File: config.mk
export PLATFORM = sky130hd
export DESIGN_NAME = ysyx_25050141_stage_buf
export DESIGN_NICKNAME = d
export VERILOG_FILES = /design/src/rtl/ysyx_25050141_stage_buf.sv
export SDC_FILE = /design/constraint.sdc
export NUM_CORES = 1
export LEC_CHECK = 0
export ABC_AREA = 1
export BUFFER_PORTS_ARGS = -buffer_cell sky130_fd_sc_hd__buf_2
export CAP_MARGIN = 20
export CORE_UTILIZATION = 48
export CTS_CLUSTER_SIZE = 28
export DETAILED_ROUTE_END_ITERATION = 12
export GPL_TIMING_DRIVEN = 0
export MAX_ROUTING_LAYER = met4
export PLACE_DENSITY = 0.85
export SLEW_MARGIN = 20
export SYNTH_ARGS = -nofsm -noshare
export SYNTH_HDL_FRONTEND = slang
export SYNTH_SLANG_ARGS = --single-unit
File: constraint.sdc
create_clock -name clk -period 2.55 [get_ports clk]
set_input_delay 0.1275 -clock clk [delete_from_list [all_inputs] [get_ports clk]]
set_output_delay 0.1275 -clock clk [all_outputs]
set_load 0.1 [all_outputs]
File: src/rtl/ysyx_25050141_stage_buf.sv
// Inter-stage pipeline buffer: DEPTH-entry FIFO with a valid/ready handshake
// on both sides and a synchronous flush that squashes every buffered word.
module ysyx_25050141_stage_buf #(
  parameter  int WIDTH = 32,
  parameter  int DEPTH = 2,
  localparam int CW    = $clog2(DEPTH + 1)
) (
  input  logic             clk,
  input  logic             rst,
  input  logic             flush,
  input  logic             in_valid,
  output logic             in_ready,
  input  logic [WIDTH-1:0] in_bus,
  output logic             out_valid,
  input  logic             out_ready,
  output logic [WIDTH-1:0] out_bus,
  output logic [CW-1:0]    count
);

  localparam int PW = (DEPTH > 1) ? $clog2(DEPTH) : 1;
  localparam logic [PW-1:0] LAST = PW'(DEPTH - 1);

  logic [WIDTH-1:0] mem [DEPTH];
  logic [PW-1:0]    rp, wp;
  logic [CW-1:0]    cnt;
  logic             enq, deq;

  // Ready looks only at occupancy and flush, so a same-cycle dequeue never
  // frees a slot for the same cycle's enqueue and out_ready cannot reach in_ready.
  assign in_ready  = (cnt != CW'(DEPTH)) & ~flush;
  assign out_valid = (cnt != '0);
  assign out_bus   = mem[rp];
  assign count     = cnt;

  assign enq = in_valid & in_ready;
  assign deq = out_valid & out_ready;

  // NOTE: sequential state uses non-blocking assignments so every register
  // samples the pre-edge values regardless of statement order.
  always_ff @(posedge clk or posedge rst) begin
    if (rst) begin
      rp  <= '0;
      wp  <= '0;
      cnt <= '0;
      // NOTE: the storage array is reset too, because out_bus must read zero
      // straight after reset even though out_valid is low.
      for (int i = 0; i < DEPTH; i++) mem[i] <= '0;
    end else if (flush) begin
      rp  <= '0;
      wp  <= '0;
      cnt <= '0;
    end else begin
      if (enq) begin
        mem[wp] <= in_bus;
        wp      <= (wp == LAST) ? '0 : wp + PW'(1);
      end
      if (deq) rp <= (rp == LAST) ? '0 : rp + PW'(1);
      case ({enq, deq})
        2'b10:   cnt <= cnt + CW'(1);
        2'b01:   cnt <= cnt - CW'(1);
        default: cnt <= cnt;
      endcase
    end
  end

endmodule

==> metrics.md <==
| Metric | Value |
|---|---|
| Status | `finished clean` |
| Seq/Total Area, Yosys | `0.549` |
| Final cycle utilization of the critical path | `0.917` |
| Final #Nets | `510` |
| I/O Buffers | `72` |
| Site row count | `28` |
| Ports | `73` |
| R2r startpoint | `count[0]` |
| F_max | `428 MHz` |
| Final core utilization | `0.637` |
| #FFs+latches synth | `between 60 and 70` |
| Hold path depth | `3` |
| Synth area leader | `dfrtp_1` |
| Startpoint Class | `register` |
| Post-CTS Setup Bufs | `0` |
| Asr flop ratio synth | `1.00` |
| DR vias/cell | `5.15` |
| Most frequent cell after synthesis | `nand2_1` |
| Distinct cell type count of the synthesized netlist | `19` |
| Slew @ Worst Pin | `around 0.5 ns` |
| Vias in the first global route | `roughly 2700` |
| CTS tree | `built` |
| Switching portion of total power | `0.542` |
| Clk sinks | `68` |
| Routed WL | `about 7300 um` |
| CTS clk-pin slew, worst paths | `0.07 ns` |
| Top cells by area, synth | `dfrtp_1 55%, nand2_1 16%, o21ai_0 14%, inv_1 4.6%, o21ai_1 2.1%` |
| RePlAce Congestion | `0.812` |
| Iter 0 DRT Violations | `around 150` |
| Worst Path Arrival | `2.21 ns` |
| Die Ht | `approximately 82 um` |
| DRC Markers | `0` |
| Commonest cells post-synth | `135 x nand2_1, 86 x o21ai_0, 68 x dfrtp_1` |
| Clk buf depth | `2` |
| Drt first pass iters | `4` |
| Kind of end point of the critical path | `output port` |
| Flop2flop setup slack | `1.00 ns` |
| Post-synth top flop | `dfrtp_1` |
| Hold buffer count at cts | `7` |
| N_diodes | `0` |
| Comb power frac | `0.520` |
| Min-Delay Startpoint | `in_bus[22]` |
| Clock Skews | `approximately 0.0064 ns` |
| Worst-path fanout max | `10` |
| RSZ-0062 raised after global routing | `no` |
| Register share of total power | `0.321` |
| Vias | `between 2000 and 3000` |
| H-tree Lvls | `3` |
| Cell Area, Synth | `a little over 3000 um^2` |
| PD cells | `roughly 1300 nW/um^2` |
| Area grow syn2layout | `24.7%` |
| Hpwl dp | `~5200 um` |
| Final ANT Viol Nets | `0` |
| Die W | `roughly 80 um` |
| Clock latency on the worst-skew pair | `0.34 ns` |
| Peak VDD IR | `between 0.0007 and 0.0008 V` |
| Max Slew Vio Count | `0` |
| Post-CTS resize count | `0` |
| Max_cap viols | `0` |
| Seq. cell area | `around 1700 um^2` |
| Min-Delay Endpoint | `mem[22]` |
| GRT Overall Usage | `0.256` |
| Warning count from the yosys run | `0` |
| Count of final setup violators | `0` |
| Core ar. | `6060 um^2` |
| Pin count of the biggest net entering global routing | `just under 50` |
| Clk pwr share | `0.158` |
| Yosys top cell area share | `0.549` |
| Hold Vio Cnt, Final | `0` |
| Worst Reg-to-Reg Cells | `7` |
| Grt ovf | `0` |
| Per-cell routed wire length | `13.3 um` |
| Crit Reg-Reg Endpoint | `mem[58]` |
| Min Tclk post-route | `2.34 ns` |
| Die area | `between 6000 and 7000 um^2` |
| Post-Synthesis Cells | `381` |
| Initial Util | `0.511` |
| Synthesized Nets | `around 420` |
| Tot Pwr | `~5200 uW` |
| Number of flops mapped to enable cells by yosys | `0` |
| Crit path required time | `~2.4 ns` |
| Internal power | `roughly 2400 uW` |
| Filler instances | `between 500 and 600` |
| Layout cells sized above 1 | `0.224` |
| Clk root buf | `clkbuf_8` |
| Initial antenna violation count | `0` |
| P_sw | `approximately 2800 uW` |
| TritonCTS buffer count | `9` |
| First-pass GRT wire length | `~12000 um` |
| Slew HR | `0.663` |
| Hold crit path type | `primary input to register` |
| Mean post-synth cell area | `~8 um^2` |
| Multi-input logic area | `1130 um^2` |
| Leakage | `~0.0020 uW` |
| Critical path class | `register to output port` |
[worst max-delay path, cell delays in order (launching register included)]
cell and delay, ns:
dfrtp_1 0.37, clkbuf_1 0.34, clkbuf_1 0.42, nand2_1 0.13
o21ai_1 0.14, buf_2 0.46
[power groups by stage]
stage	Clock, uW	Sequential, uW	Combinational [uW]
2_1_floorplan	0	1680	2290
3_3_place_gp	0	1650	2630
3_5_place_dp	0	1680	2670
4_1_cts	835	1660	2690
5_1_grt	879	1700	2870
6_report	818	1660	2690
[placed cells by master (no fill, tap or decap), drive strengths merged]
cell type / instances
a21oi: 2
buf: 82
clkbuf: 27
clkinv: 1
clkinvlp: 2
dfrtp: 68
dlygate4sd3: 8
inv: 39
nand2: 136
nand3: 5
nand4: 2
nor2: 6
o21ai: 99
xnor2: 1
[area by class of cell]
type | count | area share
multi-input cells | 251 | 0.294
clock inverters | 3 | 0.00518
inverters | 39 | 0.0385
clock buffers | 13 | 0.0437
well taps | 75 | 0.0243
plain buffers | 23 | 0.0327
repair buffers | 81 | 0.121
flip-flops and latches | 68 | 0.441
[worst max-delay path by stage]
stage          from     endpoint  slack, ns  cells after the start
2_1_floorplan    rp  out_bus[10]      -0.44                      3
3_3_place_gp    rst      mem[56]      -0.05                      2
3_5_place_dp     rp  out_bus[28]       0.63                      5
4_1_cts          rp  out_bus[28]       0.24                      5
5_1_grt          rp  out_bus[31]       0.08                      5
6_report         rp   out_bus[5]       0.21                      5
[routing by layer]
layer	wire (um)	GRT usage	vias to the layer above
li1	-	-	1387
met1	3050	0.308	1349
met2	3690	0.411	100
met3	476	0.0736	14
met4	122	0.0912	0
met5	0	-	-
[state kept, by name, indices dropped and copies added, names as in the netlist]
signal,count
mem,64
count,2
rp,1
wp,1
[logic make-up (layout without fill, tap and decap cells)]
logic type | Yosys count | count (layout) | synth area share
AO/OA/AOI/OAI | 101 | 101 | 0.163
flip-flops | 68 | 68 | 0.549
buffers and inverters | 62 | 159 | 0.0880
XOR/XNOR | 1 | 1 | 0.00283
AND/OR/NAND/NOR | 149 | 149 | 0.197
[metrics by stage]
step	hold slack [ns]	cell area (um^2)	setup slack [ns]	std cells	TNS, ns
floorplan	0.244	3110	-0.436	381	-4.30
global placement	0.345	3560	-0.0478	528	-2.96
detailed placement	0.101	3590	0.635	529	0
CTS	0.000676	3850	0.240	552	0
global route	0.00202	3860	0.0760	553	0
finish	0.00686	3860	0.212	553	0
Note: power is estimated with default switching activity, not from simulation.
